**config.mk**
```make
export PLATFORM = sky130hd
export DESIGN_NAME = lbist_misr_ctrl
export DESIGN_NICKNAME = d
export VERILOG_FILES = /design/src/rtl/lbist_pkg.sv /design/src/rtl/misr_core.sv /design/src/rtl/lbist_misr_ctrl.sv
export SDC_FILE = /design/constraint.sdc
export NUM_CORES = 1
export LEC_CHECK = 0
export ABC_AREA = 1
export CAP_MARGIN = 10
export CORE_MARGIN = 2
export CORE_UTILIZATION = 35
export CTS_CLUSTER_DIAMETER = 60
export DETAILED_ROUTE_END_ITERATION = 10
export GPL_TIMING_DRIVEN = 0
export PLACE_DENSITY = 0.67
export SKIP_CTS_REPAIR_TIMING = 1
export SKIP_LAST_GASP = 1
export SLEW_MARGIN = 20
export SYNTH_ARGS = -nofsm -noshare
export SYNTH_HDL_FRONTEND = slang
export SYNTH_SLANG_ARGS = --single-unit
```
**constraint.sdc**
```tcl
create_clock -name clk -period 1.7 [get_ports clk]
set_clock_uncertainty 0.2 [all_clocks]
set_input_delay 0.34 -clock clk [delete_from_list [all_inputs] [get_ports clk]]
set_output_delay 0.34 -clock clk [all_outputs]
set_load 0.02 [all_outputs]
```
**src/rtl/lbist_pkg.sv**
```systemverilog
// Shared LBIST definitions: controller state encoding and default polynomials.
package lbist_pkg;

  // Response-controller states.
  typedef enum logic [2:0] {
    ST_IDLE    = 3'd0,
    ST_SEED    = 3'd1,
    ST_RUN     = 3'd2,
    ST_COMPARE = 3'd3,
    ST_DONE    = 3'd4
  } lbist_state_e;

  // x^16 + x^15 + x^13 + x^4 + 1, used for both the MISR and the pattern LFSR.
  localparam logic [15:0] DEFAULT_MISR_POLY = 16'hA010;
  localparam logic [15:0] DEFAULT_LFSR_POLY = 16'hA010;

endpackage : lbist_pkg

```
**src/rtl/misr_core.sv**
```systemverilog
// Multiple-input signature register: shift with feedback of the top bit into
// every tapped stage, XORing one full response word per enabled cycle.
module misr_core #(
  parameter int unsigned W       = 16,
  parameter logic [W-1:0] POLY   = W'(lbist_pkg::DEFAULT_MISR_POLY),
  parameter logic [W-1:0] RST_VAL = '0
) (
  input  logic         clk,
  input  logic         reset_n,
  input  logic         load,
  input  logic [W-1:0] load_val,
  input  logic         en,
  input  logic [W-1:0] d,
  output logic [W-1:0] sig
);

  logic [W-1:0] sig_q;
  logic [W-1:0] sig_d;

  // One MISR step; stage 0 is always fed back, POLY[0] is ignored.
  function automatic logic [W-1:0] misr_step(input logic [W-1:0] s, input logic [W-1:0] din);
    logic [W-1:0] n;
    logic         fb;
    fb   = s[W-1];
    n    = '0;
    n[0] = fb ^ din[0];
    for (int i = 1; i < int'(W); i++) begin
      n[i] = s[i-1] ^ din[i] ^ (POLY[i] & fb);
    end
    return n;
  endfunction

  // Next signature: load has priority over compaction; otherwise hold.
  always_comb begin
    sig_d = sig_q;
    if (load) begin
      sig_d = load_val;
    end else if (en) begin
      sig_d = misr_step(sig_q, d);
    end else begin
      sig_d = sig_q;
    end
  end

  // Signature register.
  always_ff @(posedge clk or negedge reset_n) begin
    if (!reset_n) begin
      sig_q <= RST_VAL;
    end else begin
      sig_q <= sig_d;
    end
  end

  assign sig = sig_q;

endmodule : misr_core

```
**src/rtl/lbist_misr_ctrl.sv**
```systemverilog
// LBIST response stage: sequences a run, compacts responses into the MISR,
// counts accepted words and compares the final signature to GOLDEN.
module lbist_misr_ctrl
  import lbist_pkg::*;
#(
  parameter int unsigned  W          = 16,
  parameter logic [W-1:0] POLY       = W'(lbist_pkg::DEFAULT_MISR_POLY),
  parameter logic [W-1:0] SEED       = '0,
  parameter int unsigned  N_PATTERNS = 1000,
  parameter logic [W-1:0] GOLDEN     = '0,
  localparam int unsigned CW         = $clog2(N_PATTERNS + 1)
) (
  input  logic          clk,
  input  logic          reset_n,
  input  logic          start,
  input  logic          abort,
  input  logic          resp_valid,
  input  logic [W-1:0]  resp_data,
  output logic          lfsr_reset,
  output logic          busy,
  output logic          done,
  output logic          pass,
  output logic [W-1:0]  signature,
  output logic [CW-1:0] pattern_cnt
);

  // Count value of the final word of a run (0-based).
  localparam logic [CW-1:0] LAST_CNT = CW'(N_PATTERNS - 1);

  lbist_state_e  state_q, state_d;
  logic [CW-1:0] cnt_q, cnt_d;
  logic          pass_q, pass_d;
  logic          misr_load_s;
  logic          misr_en_s;
  logic [W-1:0]  sig_s;

  misr_core #(
    .W       (W),
    .POLY    (POLY),
    .RST_VAL (SEED)
  ) u_misr (
    .clk      (clk),
    .reset_n  (reset_n),
    .load     (misr_load_s),
    .load_val (SEED),
    .en       (misr_en_s),
    .d        (resp_data),
    .sig      (sig_s)
  );

  // Next-state, counter, verdict and MISR control; abort overrides everything
  // and leaves signature and count untouched.
  always_comb begin
    state_d     = state_q;
    cnt_d       = cnt_q;
    pass_d      = pass_q;
    misr_load_s = 1'b0;
    misr_en_s   = 1'b0;
    if (abort) begin
      state_d = ST_IDLE;
      pass_d  = 1'b0;
    end else begin
      case (state_q)
        ST_IDLE: begin
          if (start) begin
            state_d = ST_SEED;
          end else begin
            state_d = ST_IDLE;
          end
        end
        ST_SEED: begin
          misr_load_s = 1'b1;
          cnt_d       = '0;
          pass_d      = 1'b0;
          state_d     = ST_RUN;
        end
        ST_RUN: begin
          if (resp_valid) begin
            misr_en_s = 1'b1;
            cnt_d     = cnt_q + CW'(1);
            if (cnt_q == LAST_CNT) begin
              state_d = ST_COMPARE;
            end else begin
              state_d = ST_RUN;
            end
          end else begin
            state_d = ST_RUN;
          end
        end
        ST_COMPARE: begin
          pass_d  = (sig_s == GOLDEN);
          state_d = ST_DONE;
        end
        ST_DONE: begin
          if (start) begin
            state_d = ST_SEED;
          end else begin
            state_d = ST_DONE;
          end
        end
        default: begin
          state_d = ST_IDLE;
          pass_d  = 1'b0;
        end
      endcase
    end
  end

  // Controller state, pattern counter and pass verdict.
  always_ff @(posedge clk or negedge reset_n) begin
    if (!reset_n) begin
      state_q <= ST_IDLE;
      cnt_q   <= '0;
      pass_q  <= 1'b0;
    end else begin
      state_q <= state_d;
      cnt_q   <= cnt_d;
      pass_q  <= pass_d;
    end
  end

  // Status outputs are decoded straight from the state register.
  assign lfsr_reset  = (state_q != ST_RUN);
  assign busy        = (state_q == ST_SEED) || (state_q == ST_RUN) || (state_q == ST_COMPARE);
  assign done        = (state_q == ST_DONE);
  assign pass        = pass_q;
  assign signature   = sig_s;
  assign pattern_cnt = cnt_q;

endmodule : lbist_misr_ctrl
```
==> impl_metrics.env <==
export IMPL_status="finished with violations"
export IMPL_failed_checks="setup timing"
export IMPL_first_iter_violations=82
export IMPL_path_depth=4
export IMPL_clkSinkCount=30
export IMPL_tns_ns=-0.0695
export IMPL_ys_warn_count=0
export IMPL_yosys_area_share_simple_pct=27.5
export IMPL_clock_latency_ns=0.28
export IMPL_switching_share_pct=36.5
export IMPL_crit_fanout=3
export IMPL_period_needed_ns=1.77
export IMPL_cts_root_buf="clkbuf_8"
export IMPL_drc=0
export IMPL_cp_slowest_stage_delay_ns=0.44
export IMPL_p_switching_uw=896
export IMPL_initial_core_util_pct=36.7
export IMPL_cp_buffers_inverters=2
export IMPL_grt_overflow_total=0
export IMPL_cts_buffers=5
export IMPL_worst_setup_path_type="reg -> out"
export IMPL_internal_power_uw=1560
export IMPL_power_density_nw_per_um2=1040
export IMPL_grt_total_usage_pct=17.2
export IMPL_start_kind="flip-flop"
export IMPL_synth_top_area_cell="dfrtp_1"
export IMPL_hold_path_class="reg -> reg"
export IMPL_synth_area_leaders="dfrtp_1 46%, nand2_1 11%, xnor2_1 7.6%"
export IMPL_worstPathCellList="nor2_2, inv_1, nor2_1, dlymetal6s2s_1"
export IMPL_peakVddDrop_mv=0.571
export IMPL_grt_max_degree=31
export IMPL_globalplace_congestion=0.729
export IMPL_synthesis_nets=223
export IMPL_synth_top_family_by_area="simple AND/OR/NAND/NOR gates"
export IMPL_rsz0062_at_grt="yes"
export IMPL_synth_mux_area_share_pct=0
export IMPL_leakage_uw=0.00151
export IMPL_finalCritPeriodShare_pct=104
export IMPL_area_growth_syn_to_layout_pct=46.2
export IMPL_fmax_ghz=0.565
export IMPL_hold_violations=0
export IMPL_placed_area_sq_um=2180
export IMPL_synth_area_sq_um=1620
export IMPL_totalWireLength_microns=4180
export IMPL_synthCells=201
export IMPL_coreArea_sq_um=4410
export IMPL_seqPwrFrac_pct=40.4
export IMPL_holdPathStages=2
export IMPL_synth_yosys_seq_area_share_pct=46.3
export IMPL_power_frac_clock_pct=22.0
export IMPL_antenna_found_initial=0
export IMPL_setup_violations=1
export IMPL_vias=1506
export IMPL_die_area_sq_um=5190
export IMPL_required_ns=1.16
export IMPL_slew_viol_final=0
export IMPL_cp_top_family="flip-flops"
export IMPL_path_clk_slew_ns=0.07
export IMPL_syn_area_per_cell_sq_um=8.07
export IMPL_fin_hold_ws_ns=0.341
export IMPL_wl_per_cell_microns=13.3
export IMPL_end_kind="primary output"
export IMPL_yosys_area_share_adder_pct=0.772
export IMPL_yosys_cell_types_count=26
export IMPL_cts_tree="done"
export IMPL_layout_setup_ws_ns=-0.0695
export IMPL_synth_xor_area_share_pct=8.10
export IMPL_dieWidth_microns=72.1
export IMPL_grt_pass1_vias=1435
export IMPL_firstDrtPassIters=4
export IMPL_h_tree_depth=2
export IMPL_drtAntennaViolNets=0
export IMPL_combPwrFrac_pct=37.5
export IMPL_synth_compound_area_share_pct=9.88
export IMPL_io_pins=51
export IMPL_port_buffers=50
export IMPL_rows=24
export IMPL_synth_seq_cells=30
export IMPL_cap_violations=0
export IMPL_avgViaCountPerCell=4.78
export IMPL_hpwl_microns=2840
export IMPL_cp_arrival_ns=1.23
export IMPL_grt_pass1_wl_microns=6900
export IMPL_fin_area_sq_um=2370
export IMPL_clockBufferDepth=2
export IMPL_drive_above_1_share_pct=12.2
export IMPL_diodes=0
export IMPL_r2r_cells=7
export IMPL_slew_headroom_pct=52.6
export IMPL_die_h_microns=72.1
export IMPL_fin_nets=285
export IMPL_synth_top_area_share_pct=46.3
export IMPL_tightest_slew_ns=0.711
export IMPL_cpMaxStageDelayCell="dfrtp_2"
layout make-up:
| class | count | area (sq um) |
|---|---|---|
| Timing Repair Buffer | 55 | 596 |
| Inverter | 21 | 78.8 |
| Clock buffer | 7 | 76.3 |
| Tap cell | 52 | 65.1 |
| Fill cell | 403 | 2040 |
| Multi-Input combinational cell | 145 | 758 |
| Sequential cell | 30 | 754 |
| Buffer | 5 | 42.5 |
through the flow:
stage	utilization [%]	total power, uW	cells	setup WS [ns]
final	53.7	2460	315	-0.0695
after CTS	51.2	2500	310	-0.564
after global placement	49.5	1930	303	-0.497
after detailed placement	49.4	1950	303	-0.315
after global routing	53.7	2630	315	-0.140
after floorplan	-	1520	201	0.112
flip-flops by register name, summed over array words and instances, names as in the netlist:
| register | flops |
|---|---|
| pattern_cnt | 10 |
| state_q | 3 |
| u_misr.sig | 16 |
| pass | 1 |
per-layer routing:
metal	global-route usage (%)	up-vias	wire (microns)
met4	5.66	0	51
met5	0	-	0
met3	5.83	7	302
met2	25.4	46	1930
met1	23.5	688	1900
li1	-	765	-
logic make-up (layout without fill, tap and decap cells):
logic type	count (synthesis)	after routing
buffers and inverters	26	88
and+or+nand+nor	99	99
xor gates and xnor gates	15	15
DFF	30	30
adders and majority gates	1	1
AOI/OAI and AO/OA	30	30
cell usage in the layout, fill, tap and decap left out, drive strengths merged:
master	netlist	layout
o21ai	12	12
inv	21	21
o22ai	6	6
a21oi	11	11
nand3	14	14
nand2	47	47
dlymetal6s2s	0	28
xor2	1	1
o21a	1	1
nand4	4	4
nor3	1	1
or2	1	1
clkdlybuf4s50	0	19
nor2	30	30
dlygate4sd3	0	1
nor3b	1	1
ha	1	1
nand3b	1	1
clkbuf	0	9
xnor2	14	14
dfrtp	30	30
buf	5	10
power groups by stage:
| stage | sequential, uW | clock [uW] | combinational (uW) |
|---|---|---|---|
| finish | 993 | 541 | 922 |
| floorplan | 1130 | 0 | 391 |
| detailed placement | 1010 | 0 | 934 |
| global route | 1020 | 599 | 1010 |
| CTS | 1000 | 561 | 940 |
| global placement | 1010 | 0 | 925 |
final timing paths:
kind,from,endpoint,slack (ns)
max in group asynchronous,reset_n,state_q[2]$_DFF_PN0_,0.36
worst max register to register,state_q[0]$_DFF_PN0_,u_misr.sig[10]$_DFFE_PN0P_,0.13
worst max-delay path,state_q[0]$_DFF_PN0_,done,-0.07
min in group asynchronous,reset_n,u_misr.sig[4]$_DFFE_PN0P_,0.44
worst min-delay path,pattern_cnt[1]$_DFFE_PN0P_,pattern_cnt[1]$_DFFE_PN0P_,0.34
worst min register to register,pattern_cnt[1]$_DFFE_PN0P_,pattern_cnt[1]$_DFFE_PN0P_,0.34
synth_stat cells:
library cell and instances:
nand2_1 46, dfrtp_1 30, nor2_1 29, inv_1 18, nand3_1 14, xnor2_1 14, a21oi_1 11, o21ai_1 9
o22ai_1 6, inv_2 3, o21ai_0 3, buf_4 2, buf_6 2, nand4_1 2, buf_1 1, ha_1 1
nand2_4 1, nand3b_1 1, nand4_2 1, nand4_4 1, nor2_4 1, nor3_1 1, nor3b_1 1, o21a_1 1
or2_2 1, xor2_1 1
tightest hold or removal path, stage by stage, from the launching register on:
cell and delay, ns:
dfrtp_1 0.39, nand2_1 0.07, nand2_1 0.05
Power figures use the tool's default switching activity.
